File: src/rtl/ex_stage_mdu.sv
// rtl/ex_stage_mdu.sv - MIPS execute stage with forwarding, ALU, registered EX/MEM output and iterative multiplier
//
// Ports:
//   clock, reset_n        rising-edge clock, synchronous active-low reset
//   flush                 kills ID/EX, multiplier progress and the output register
//   id_*                  instruction fields and operands presented by ID
//   mem_*, wb_*           destination, RegWrite and value of the MEM and WB stages
//   stall_out             combinational hold request to ID/IF while a multiply runs
//   ex_*                  registered EX/MEM outputs
module ex_stage_mdu #(
    parameter int XLEN   = 32,
    parameter int REGW   = 5,
    parameter int FWD_EN = 1
) (
    input  logic            clock,
    input  logic            reset_n,
    input  logic            flush,
    input  logic            id_valid,
    input  logic [1:0]      id_wb,
    input  logic [2:0]      id_m,
    input  logic [3:0]      id_ex,
    input  logic            id_mdu,
    input  logic [REGW-1:0] id_rs,
    input  logic [REGW-1:0] id_rt,
    input  logic [REGW-1:0] id_rd,
    input  logic [XLEN-1:0] id_data_a,
    input  logic [XLEN-1:0] id_data_b,
    input  logic [XLEN-1:0] id_imm,
    input  logic [REGW-1:0] mem_rd,
    input  logic [REGW-1:0] wb_rd,
    input  logic            mem_regwrite,
    input  logic            wb_regwrite,
    input  logic [XLEN-1:0] mem_alu_out,
    input  logic [XLEN-1:0] wb_data,
    output logic            stall_out,
    output logic            ex_valid,
    output logic [1:0]      ex_wb,
    output logic [2:0]      ex_m,
    output logic [XLEN-1:0] ex_result,
    output logic [XLEN-1:0] ex_store_data,
    output logic [REGW-1:0] ex_dest,
    output logic            ex_zero
);

    localparam int CW = (XLEN > 1) ? $clog2(XLEN) : 1;

    typedef enum logic [1:0] {
        S_IDLE = 2'd0,
        S_BUSY = 2'd1,
        S_DONE = 2'd2
    } state_t;

    state_t state;
    state_t state_nxt;

    // ID/EX pipeline register
    logic            idex_valid;
    logic [1:0]      idex_wb;
    logic [2:0]      idex_m;
    logic [3:0]      idex_ex;
    logic            idex_mdu;
    logic [REGW-1:0] idex_rs;
    logic [REGW-1:0] idex_rt;
    logic [REGW-1:0] idex_rd;
    logic [XLEN-1:0] idex_a;
    logic [XLEN-1:0] idex_b;
    logic [XLEN-1:0] idex_imm;

    // multiplier datapath
    logic [XLEN-1:0] mcand;
    logic [XLEN-1:0] mplier;
    logic [XLEN-1:0] acc;
    logic [CW-1:0]   cnt;

    logic [XLEN-1:0] fwd_a;
    logic [XLEN-1:0] fwd_b;
    logic [XLEN-1:0] alu_b;
    logic [XLEN-1:0] alu_res;
    logic [XLEN-1:0] out_res;
    logic            mdu_start;

    always_ff @(posedge clock) begin
        if (!reset_n) begin
            idex_valid <= 1'b0;
            idex_wb    <= '0;
            idex_m     <= '0;
            idex_ex    <= '0;
            idex_mdu   <= 1'b0;
            idex_rs    <= '0;
            idex_rt    <= '0;
            idex_rd    <= '0;
            idex_a     <= '0;
            idex_b     <= '0;
            idex_imm   <= '0;
        end else if (flush) begin
            idex_valid <= 1'b0;
            idex_wb    <= '0;
            idex_m     <= '0;
            idex_mdu   <= 1'b0;
        end else if (!stall_out) begin
            idex_valid <= id_valid;
            idex_wb    <= id_valid ? id_wb : 2'b00;
            idex_m     <= id_valid ? id_m : 3'b000;
            idex_mdu   <= id_valid & id_mdu;
            idex_ex    <= id_ex;
            idex_rs    <= id_rs;
            idex_rt    <= id_rt;
            idex_rd    <= id_rd;
            idex_a     <= id_data_a;
            idex_b     <= id_data_b;
            idex_imm   <= id_imm;
        end
    end

    // Forwarding: MEM is the younger producer so it wins over WB; r0 never forwards.
    always_comb begin
        fwd_a = idex_a;
        fwd_b = idex_b;
        if (FWD_EN != 0) begin
            if (mem_regwrite && (mem_rd == idex_rs) && (mem_rd != '0)) begin
                fwd_a = mem_alu_out;
            end else if (wb_regwrite && (wb_rd == idex_rs) && (wb_rd != '0)) begin
                fwd_a = wb_data;
            end
            if (mem_regwrite && (mem_rd == idex_rt) && (mem_rd != '0)) begin
                fwd_b = mem_alu_out;
            end else if (wb_regwrite && (wb_rd == idex_rt) && (wb_rd != '0)) begin
                fwd_b = wb_data;
            end
        end
    end

    always_comb begin
        alu_b   = idex_ex[2] ? idex_imm : fwd_b;
        alu_res = '0;
        case (idex_ex[1:0])
            2'b00: alu_res = fwd_a + alu_b;
            2'b01: alu_res = fwd_a - alu_b;
            2'b10: begin
                case (idex_imm[5:0])
                    6'h20:   alu_res = fwd_a + alu_b;
                    6'h22:   alu_res = fwd_a - alu_b;
                    6'h24:   alu_res = fwd_a & alu_b;
                    6'h25:   alu_res = fwd_a | alu_b;
                    6'h27:   alu_res = ~(fwd_a | alu_b);
                    6'h2A:   alu_res = {{(XLEN-1){1'b0}}, ($signed(fwd_a) < $signed(alu_b))};
                    default: alu_res = '0;
                endcase
            end
            default: alu_res = '0;
        endcase
    end

    assign mdu_start = idex_valid & idex_mdu;

    always_comb begin
        state_nxt = state;
        case (state)
            S_IDLE:  if (mdu_start) state_nxt = S_BUSY;
            S_BUSY:  if (cnt == CW'(XLEN - 1)) state_nxt = S_DONE;
            S_DONE:  state_nxt = S_IDLE;
            default: state_nxt = S_IDLE;
        endcase
        if (flush) begin
            state_nxt = S_IDLE;
        end
        // Dropping the stall during flush lets ID advance on the same edge the op is killed.
        stall_out = reset_n & mdu_start & (state != S_DONE) & ~flush;
    end

    // Operands are captured only on IDLE->BUSY, so later forwarding changes cannot corrupt them.
    always_ff @(posedge clock) begin
        if (!reset_n) begin
            state  <= S_IDLE;
            cnt    <= '0;
            mcand  <= '0;
            mplier <= '0;
            acc    <= '0;
        end else begin
            state <= state_nxt;
            if (!flush) begin
                if (state == S_IDLE && mdu_start) begin
                    mcand  <= fwd_a;
                    mplier <= fwd_b;
                    acc    <= '0;
                    cnt    <= '0;
                end else if (state == S_BUSY) begin
                    if (mplier[0]) begin
                        acc <= acc + mcand;
                    end
                    mcand  <= mcand << 1;
                    mplier <= mplier >> 1;
                    cnt    <= cnt + CW'(1);
                end
            end
        end
    end

    assign out_res = idex_mdu ? acc : alu_res;

    // MDU ops only reach EX/MEM in the DONE cycle; every other cycle of the op is a bubble.
    always_ff @(posedge clock) begin
        if (!reset_n || flush || !idex_valid || (idex_mdu && state != S_DONE)) begin
            ex_valid      <= 1'b0;
            ex_wb         <= '0;
            ex_m          <= '0;
            ex_result     <= '0;
            ex_store_data <= '0;
            ex_dest       <= '0;
            ex_zero       <= 1'b0;
        end else begin
            ex_valid      <= 1'b1;
            ex_wb         <= idex_wb;
            ex_m          <= idex_m;
            ex_result     <= out_res;
            ex_store_data <= fwd_b;
            ex_dest       <= idex_ex[3] ? idex_rd : idex_rt;
            ex_zero       <= (out_res == '0);
        end
    end

endmodule

File: config.mk
export PLATFORM = sky130hd
export DESIGN_NAME = ex_stage_mdu
export DESIGN_NICKNAME = d
export VERILOG_FILES = /design/src/rtl/ex_stage_mdu.sv
export SDC_FILE = /design/constraint.sdc
export NUM_CORES = 1
export LEC_CHECK = 0
export BUFFER_PORTS_ARGS = -buffer_cell sky130_fd_sc_hd__buf_2
export CAP_MARGIN = 20
export CORE_ASPECT_RATIO = 0.6
export CORE_MARGIN = 10
export CORE_UTILIZATION = 59
export DETAILED_ROUTE_END_ITERATION = 8
export PLACE_DENSITY = 0.93
export SYNTH_ARGS = -nofsm -noshare
export SYNTH_HDL_FRONTEND = slang
export SYNTH_SLANG_ARGS = --single-unit
File: constraint.sdc
create_clock -name clock -period 7.5 [get_ports clock]
set_input_delay 1.125 -clock clock [delete_from_list [all_inputs] [get_ports clock]]
set_output_delay 1.125 -clock clock [all_outputs]
set_load 0.01 [all_outputs]
**Word-level counts from Yosys, hierarchy flattened**

Cells that the tools add are included.
Widths: inputs -> output; s select.

- Register bits: 301
- Bits in latches: 0
- RAM bits: 0
- Memory bits (read-only): 0
- Bits of input ports: 201
- Logic and storage cells: 107
- Memories: 0

- $add $sub $neg: 4
- Multiply operators: 0
- Div/mod/pow operators: 0
- Magnitude comparators: 1
- Equality and inequality tests: 17
- Shifts and indexed selects: 0
- Mux-type cells: 24
- Bitwise gates (word level): 11
- Reduce and logical (&&, ||, !) cells: 27

Operator list:

| kind | count |
|---|---|
| $mux 32 | 13 |
| $pmux 32 s6 | 1 |
| $pmux 32 s3 | 1 |
| $add 32x32->32 | 2 |
| $eq 6x6->1 const B | 6 |
| $and 32x32->32 | 1 |
| $logic_not 32->1 | 1 |
| $lt 32x32->1 | 1 |
| $not 32->32 | 1 |
| $or 32x32->32 | 1 |
| $sub 32x32->32 | 1 |
| $eq 5x5->1 | 4 |
| $mux 5 | 3 |
| $logic_and 1x1->1 | 10 |
| $reduce_bool 5->1 | 2 |
| $mux 2 | 3 |
| $ne 2x2->1 const B | 3 |
| $reduce_and 2->1 | 3 |
| $add 5x1->5 const B | 1 |
| $and 1x1->1 | 5 |
| $eq 5x5->1 const B | 1 |
| $eq 2x1->1 const B | 2 |
| $logic_not 2->1 | 2 |
| $pmux 2 s2 | 1 |
| 9 further kinds | 15 |

**Logic depth before layout (Yosys ltp)**

Gate-level depths: netlist of run 1.

- Word-level depth: 12
- Gate-level depth with buffers: 22

**Least setup slack after synthesis of run 1**

OpenSTA, ideal clock, no wires.

- Path kind: in2reg
- Start: in wb_rd[3]
- End: reg ex_zero
- Arrival time: 5.761 ns
- Data required time: 7.413 ns
- Setup slack: 1.652 ns
- Stages on the path: 20
- Cells stage by stage: or4_1 > o21ai_0 > nor4_1 > clkbuf_1 > mux2i_1 > o21ai_0 > mux2_2 > ha_1 > buf_2 > nor2_1 > a2111oi_4 > a21oi_2 > a31oi_1 > o21ai_0 > xnor2_1 > a221oi_1 > nand3_1 > nor4b_2 > nand4_1 > nor4b_2

- Cells in the longest elaborated chain, start to end: 12
- Elaborated cells between the ends (all ways): 22
- Those cells by class: add/sub: 2; order compare: 1; eq/ne: 2; mux: 8; bitwise: 3; reduce/logical: 6

Ends and longest elaborated chain:

| what | line | RTL |
|---|---|---|
| start, declared | 30 | `input logic [REGW-1:0] wb_rd,` |
| parallel branches: the longest is 9 deep, another holds $sub 32x32->32 | - |  |
| $pmux 32 s3 * | 136 | `case (idex_ex[1:0])` |
| $mux 32 * | 199 | `assign out_res = idex_mdu ? acc : alu_res;` |
| $logic_not 32->1 * | 218 | `ex_zero <= (out_res == '0);` |
| end signal, assigned | 218 |  |
| end, declared | 42 | `output logic ex_zero` |

Mark *: on every way between the ends.
A chain may end at the register's enable or synchronous reset.

**Worst setup path after layout of run 1**

- Start: in wb_rd[2]
- End: reg ex_zero

The elaborated chain is that of the path after synthesis.

==> results of run 1 <==
-- per-stage QoR --
step	util	hold WS, ps	total power (W)	cell area [sq um]	instances
after floorplan	-	427.3	0.002330	19600	2535
after global placement	0.6574	436.9	0.002620	21440	3166
after detailed placement	0.6576	441.0	0.002633	21440	3167
after CTS	0.6897	456.4	0.004252	22490	3219
after global routing	0.6915	474.4	0.004424	22550	3226
final	0.6915	457.8	0.004291	22550	3226
-- cell families (layout without fill, tap and decap cells) --
family / after synthesis / count (layout) / share of synthesized area
AO/OA/AOI/OAI: 729 / 729 / 0.2413
XOR/XNOR: 90 / 90 / 0.04021
adder cells (fa/ha/maj): 139 / 139 / 0.08986
buffers and inverters: 274 / 511 / 0.05642
flip-flops: 301 / 301 / 0.3074
multiplexers: 109 / 109 / 0.05770
other: 0 / 4 / 0
AND/OR/NAND/NOR: 893 / 893 / 0.2072
-- worst paths after layout --
check	startpoint	end
worst min register to register	idex_m[1]	ex_m[1]
worst min-delay path	idex_m[1]	ex_m[1]
worst max register to register	idex_rs[4]	ex_zero
worst max-delay path	wb_rd[2]	ex_zero
-- state kept, by name, summed over array words and instances, names as in the netlist, 4 cells and up --
register / flops
ex_result: 32
ex_dest: 5
idex_rs: 5
idex_rt: 5
idex_a: 32
idex_imm: 32
mcand: 32
idex_rd: 5
acc: 32
ex_store_data: 32
idex_ex: 4
idex_b: 32
mplier: 32
cnt: 5
-- layout by cell type (no fill, tap or decap), types with 57 or more instances in the layout --
cell                       Yosys  routed
sky130_fd_sc_hd__a21oi_1     276     275
sky130_fd_sc_hd__mux2i_1      77      77
sky130_fd_sc_hd__ha_1        136     136
sky130_fd_sc_hd__buf_2        23     277
sky130_fd_sc_hd__xnor2_1      57      57
sky130_fd_sc_hd__and2_1       58      58
sky130_fd_sc_hd__inv_1       111     110
sky130_fd_sc_hd__nand2_1     397     396
sky130_fd_sc_hd__nor2_1      227     225
sky130_fd_sc_hd__o221ai_1     64      64
sky130_fd_sc_hd__buf_4         5      62
sky130_fd_sc_hd__o21ai_0     127     127
sky130_fd_sc_hd__dfxtp_1     301     300
-- metal layers --
layer,track usage,up-vias,part of all wire
li1,-,9381,-
met1,0.4157,9882,0.39
met2,0.5578,1282,0.46
met3,0.07049,259,0.10
met4,0.1467,4,0.045
met5,0,-,0.00033
-- power by group through the flow --
stage               Sequential, W  Combinational [W]  Clock (W)
finish                    0.00167           0.000974    0.00165
global route              0.00167            0.00104    0.00171
floorplan                 0.00169           0.000637          0
global placement          0.00170           0.000917          0
detailed placement        0.00170           0.000928          0
CTS                       0.00167           0.000936    0.00165
-- cell type report --
type	instances	area (sq um)	share of cell area
multi-input combinational	1960	12530	0.5556
clock buffer	35	788.3	0.03496
antenna	4	10.01	0.0004440
inverter	115	434.2	0.01926
sequential	301	6027	0.2673
tap	450	563.0	0.02497
timing repair buffer	344	1939	0.08602
clock inverter	17	257.7	0.01143
-- worst reg2reg max path, cell delays in order, from the launching register on --
cell and delay [ps]:
sky130_fd_sc_hd__dfxtp_1 480, sky130_fd_sc_hd__xnor2_1 160, sky130_fd_sc_hd__nand3_1 130, sky130_fd_sc_hd__nor4_4 720, sky130_fd_sc_hd__buf_4 540, sky130_fd_sc_hd__mux2i_1 280, sky130_fd_sc_hd__nor2_1 60, sky130_fd_sc_hd__a21oi_1 340
sky130_fd_sc_hd__inv_1 130, sky130_fd_sc_hd__ha_1 540, sky130_fd_sc_hd__a21oi_1 190, sky130_fd_sc_hd__o211ai_1 300, sky130_fd_sc_hd__nor3_1 100, sky130_fd_sc_hd__a211oi_2 360, sky130_fd_sc_hd__a21oi_1 230, sky130_fd_sc_hd__or2_1 300
sky130_fd_sc_hd__a2111oi_1 450, sky130_fd_sc_hd__a22oi_1 180, sky130_fd_sc_hd__nor4_1 410, sky130_fd_sc_hd__nand4_1 220, sky130_fd_sc_hd__nor4b_2 270
==> parameters.txt, run 1 <==
Parameter                              Value

Outcome
  Status    complete, no violations

Detailed routing
  Final routed wire length divided by cell count    22.86 microns
  Initial drt markers    2626
  Total iterations of the first detailed-routing run    6
  # DRC    0
  DRT antenna net count    0
  Routed Wire Length    73760 microns
  Mean number of vias per cell    6.450
  Total via count after detailed routing    20810

STA
  Setup-violating endpoint count in the final report    0
  Worst clock skew on the final layout    10.18 ps
  Unrepaired setup endpoints after global routing    no
  Crit path time final    6889 ps
  Slack of the critical path    610.6 ps
  Highest Clock Rate    145.2 MHz
  Max-slew violations    0
  Slew @ Worst Pin    1156 ps
  Headroom to the max-slew limit    0.2267
  Period utilisation layout    0.9186
  Final hold violation count    0
  Final sum of negative setup slack    0 ps

Worst setup path
  Type of the setup path with the least slack    in -> reg
  Buffers & Inverters on Critical Path    2
  Total number of cells along the worst setup path    21
  Crit-path leading delay family    simple AND/OR/NAND/NOR gates
  Series of cell instances along the critical path    buf_2, or4_1, o21ai_0, nor4_2, buf_4, mux2i_1, o21ai_0, mux2_2, ha_1, fa_1, a21o_1, a211o_1, a32oi_1, o211ai_1, a221oi_1, nand3_1, nor4b_1, and4_1, nor4b_2, nand4_1, nor4b_2
  Crit Path Max Fanout    7
  Critical path capture point type    flip-flop
  Data arrival time of the critical path    7370 ps
  Worst r2r path cells    20
  Delay contributed by the slowest stage of the critical path    740 ps
  Internal reg-to-reg setup slack    1020 ps
  Category of the worst setup path launch point    input pin
  Master of the slowest instance on the critical path    sky130_fd_sc_hd__nor4b_1
  Required time of the worst setup path    7980 ps

Power
  LEAKAGE    9.611 nW
  Highest ir drop seen on vdd    0.0001719 V
  Clock Power Share    0.384
  Internal portion of total power    0.002953 W
  Sequential cell fraction of total power    0.389
  Power density cells    190.3 nW/um^2
  Switching power    0.001338 W
  Switching part of the total power    0.3118
  Combinational share of power    0.227

Clock network
  Clock transition at path regs    70 ps
  Clock Tree Buf Depth    3
  # Post-CTS Setup Buffers    0
  Sinks on Clock Net    301
  Level count of the clock H-tree    1
  TritonCTS buffer count    28
  Number of buffers inserted for hold repair after clock tree synthesis    0
  Clk_lat worst skew    580 ps
  PostCTS Resize Cnt    0
  Buffer cell driving the clock tree root    sky130_fd_sc_hd__clkbuf_16
  CTS tree    built

Yosys
  Total of flip-flops plus latches after synthesis    301
  Synth unique cells    91
  Portion of synthesized cell area occupied by the leading cell type    0.3074
  Top post-synthesis cells by count    sky130_fd_sc_hd__nand2_1, sky130_fd_sc_hd__dfxtp_1, sky130_fd_sc_hd__a21oi_1
  Ys Warns    0
  Cells after synthesis    2535
  Synthesized net count    2875
  Mean area per synthesized cell    7.733 sq um
  Sequential share of the synthesized area    0.3074
  Post-Syn Area    19600 sq um
  Synth Flop Type    sky130_fd_sc_hd__dfxtp_1
  Most used standard cell by instance count after synthesis    sky130_fd_sc_hd__nand2_1
  Cell types with the largest area share after synthesis    sky130_fd_sc_hd__dfxtp_1, sky130_fd_sc_hd__ha_1, sky130_fd_sc_hd__nand2_1
  Synth area leader    sky130_fd_sc_hd__dfxtp_1
  EDFF count, synth    0
  Fraction of registers with async set/reset    0

Placed design
  Detail Placement HPWL    54740 microns
  Number of input and output port buffers inserted    277
  Post-placement worst setup slack    263.8 ps
  Routability cong.    0.9769

Cells and area
  Nets@finish    3090
  Fraction of final layout cells with drive strength greater than 1    0.1750
  Final-layout fill cell count    2578
  Area overhead of the layout relative to synthesis    15.01%

Floorplanning
  Initial cell density of the core    0.6012
  DIE AREA    41160 sq um
  Vert. Die Dim    161.2 microns
  I/O Pins    278
  Die span in x    255.3 microns
  Number of rows created at floorplan    51
  Placeable core area    32610 sq um

GRT
  Initial antenna violation count    6
  Pin count of the biggest net entering global routing    83
  Vias in the first global route    20370
  Global-route wire length before repair    113000 microns
  Global route overflow    0
  GRT Resource Usage Total    0.3357

Hold path
  Type of the most critical hold path    reg -> reg
  Hold Path Stages    1

Flow run
  Maxcap violations    0
(Power assumes the default switching activity.)
==> run 2, diff against run 1 <==
Settings changed: CORE_UTILIZATION 59 to 35, PLACE_DENSITY 0.93 to 0.64.
==> parameters.txt, run 2 (synthesis gave the netlist of run 1 again) <==
Parameter                              Value

Outcome
  Status    complete, no violations

Cells and area
  Fraction of final layout cells with drive strength greater than 1    0.1770
  Area overhead of the layout relative to synthesis    16.80%
  Diodes inserted    0
  Area occupied by registers    6027 sq um
  Leading cell types in the layout, fill and taps excluded    sky130_fd_sc_hd__nand2_1, sky130_fd_sc_hd__dfxtp_1, sky130_fd_sc_hd__buf_2
  Post-layout utilization of the core    0.4120
  Most common cell after layout, fill and taps aside    sky130_fd_sc_hd__nand2_1
  Nets@finish    3095
  Multi-input combinational cell area    12530 sq um
  Final-layout fill cell count    5742

Worst setup path
  Buffers & Inverters on Critical Path    2
  Category of the worst setup path launch point    input pin
  Required time of the worst setup path    8010 ps
  Crit Path Max Fanout    24
  Data arrival time of the critical path    7370 ps
  Cell seen most often among critical-path stages    sky130_fd_sc_hd__o21ai_0
  Type of the setup path with the least slack    in -> reg
  Critical path capture point type    flip-flop
  Delay contributed by the slowest stage of the critical path    740 ps
  Master of the slowest instance on the critical path    sky130_fd_sc_hd__nor4_2
  Series of cell instances along the critical path    buf_2, or4_1, o21ai_0, nor4_2, buf_4, mux2i_1, o21ai_0, mux2_2, ha_1, o21ai_0, o21bai_1, nor3_1, a211oi_2, a21oi_1, or2_1, a2111oi_1, a22oi_1, nor4_1, nand4_1, nor4b_2
  Crit-path leading delay family    simple AND/OR/NAND/NOR gates

GRT
  Global route overflow    0
  Pin count of the biggest net entering global routing    99
  GRT Resource Usage Total    0.2274
  Vias in the first global route    18730
  Initial antenna violation count    1
  Global-route wire length before repair    119400 microns

Power
  Combinational share of power    0.231
  Sequential cell fraction of total power    0.389
  Switching part of the total power    0.3227
  Switching power    0.001383 W
  LEAKAGE    9.605 nW
  Internal portion of total power    0.002904 W
  Highest ir drop seen on vdd    0.0001579 V
  Power density cells    187.2 nW/um^2
  Clock Power Share    0.380

Clock network
  Clock Tree Buf Depth    3
  Buffer cell driving the clock tree root    sky130_fd_sc_hd__clkbuf_16
  Number of buffers inserted for hold repair after clock tree synthesis    0
  # Post-CTS Setup Buffers    0
  Clock transition at path regs    70 ps
  Sinks on Clock Net    301
  Level count of the clock H-tree    1
  PostCTS Resize Cnt    0
  Clk_lat worst skew    610 ps
  TritonCTS buffer count    30
  CTS tree    built

STA
  Period utilisation layout    0.9136
  Headroom to the max-slew limit    0.2043
  Max-slew violations    0
  Slew @ Worst Pin    1194 ps
  Unrepaired setup endpoints after global routing    no
  Final hold violation count    0
  Worst clock skew on the final layout    22.16 ps
  Setup-violating endpoint count in the final report    0
  Final sum of negative setup slack    0 ps
  Crit path time final    6852 ps
  Highest Clock Rate    145.9 MHz

Detailed routing
  DRT antenna net count    0
  Total iterations of the first detailed-routing run    6
  Final routed wire length divided by cell count    22.38 microns
  Initial drt markers    2212
  Mean number of vias per cell    5.644
  Routed Wire Length    79190 microns
  # DRC    0
  Total via count after detailed routing    19970

Floorplanning
  Number of rows created at floorplan    67
  Placeable core area    55580 sq um
  DIE AREA    66190 sq um
  Initial cell density of the core    0.3527
  Die span in x    325.5 microns
  I/O Pins    278
  Vert. Die Dim    203.3 microns

Flow run
  Maxcap violations    0

Placed design
  Detail Placement HPWL    61040 microns
  Routability cong.    0.9865
  Number of input and output port buffers inserted    277

Hold path
  Type of the most critical hold path    reg -> reg
==> run 2: power by group through the flow <==
| stage | registers (W) | logic, W | clock network, W |
|---|---|---|---|
| 2_1_floorplan | 0.00169 | 0.000637 | 0 |
| 3_3_place_gp | 0.00170 | 0.000956 | 0 |
| 3_5_place_dp | 0.00170 | 0.000952 | 0 |
| 4_1_cts | 0.00167 | 0.000958 | 0.00165 |
| 5_1_grt | 0.00167 | 0.00106 | 0.00172 |
| 6_report | 0.00167 | 0.000991 | 0.00163 |
==> run 2: area by class of cell <==
| type | instances | area share |
|---|---|---|
| Multi-Input combinational cell | 1960 | 0.5472 |
| Sequential cell | 301 | 0.2632 |
| Timing Repair Buffer | 347 | 0.08382 |
| Tap cell | 759 | 0.04148 |
| Clock buffer | 39 | 0.03694 |
| Inverter | 115 | 0.01896 |
| Clock inverter | 17 | 0.008361 |
==> run 2: worst paths after layout <==
path / endpoint / from / slack, ps / depth (start not counted)
max: ex_zero / wb_rd[3] / 650 / 20
min: idex_wb[0] / idex_wb[0] / 450 / 2
max reg2reg: ex_zero / idex_rt[4] / 870 / 19
min reg2reg: idex_wb[0] / idex_wb[0] / 450 / 2
==> run 2: per-layer routing <==
layer | track usage | vias to the layer above | share of wire
met4 | 0.04149 | 0 | 0.021
met3 | 0.07312 | 117 | 0.11
met5 | 0.003618 | - | 0
met2 | 0.3188 | 960 | 0.39
li1 | - | 9401 | -
met1 | 0.3342 | 9491 | 0.47
==> run 2: stage by stage <==
stage	setup slack, ps	hold WS [ps]	cells	power, W	cell area (sq um)
4_1_cts	883.1	453.6	3537	0.004274	22890
5_1_grt	345.1	467.6	3538	0.004457	22900
3_5_place_dp	295.0	438.7	3481	0.002657	21850
3_3_place_gp	246.5	437.3	3480	0.002660	21840
2_1_floorplan	1652	427.3	2535	0.002330	19600
6_report	648.1	450.6	3538	0.004287	22900
==> run 2: worst reg2reg max path: stages (launching register included) <==
cell,delay (ps)
sky130_fd_sc_hd__dfxtp_1,510
sky130_fd_sc_hd__xnor2_1,160
sky130_fd_sc_hd__nand3_1,100
sky130_fd_sc_hd__nor4_2,670
sky130_fd_sc_hd__buf_4,520
sky130_fd_sc_hd__mux2i_1,230
sky130_fd_sc_hd__o21ai_0,150
sky130_fd_sc_hd__mux2_2,330
sky130_fd_sc_hd__ha_1,530
sky130_fd_sc_hd__o21ai_0,190
sky130_fd_sc_hd__o21bai_1,460
sky130_fd_sc_hd__nor3_1,130
sky130_fd_sc_hd__a211oi_2,390
sky130_fd_sc_hd__a21oi_1,220
sky130_fd_sc_hd__or2_1,320
sky130_fd_sc_hd__a2111oi_1,360
sky130_fd_sc_hd__a22oi_1,190
sky130_fd_sc_hd__nor4_1,570
sky130_fd_sc_hd__nand4_1,220
sky130_fd_sc_hd__nor4b_2,260
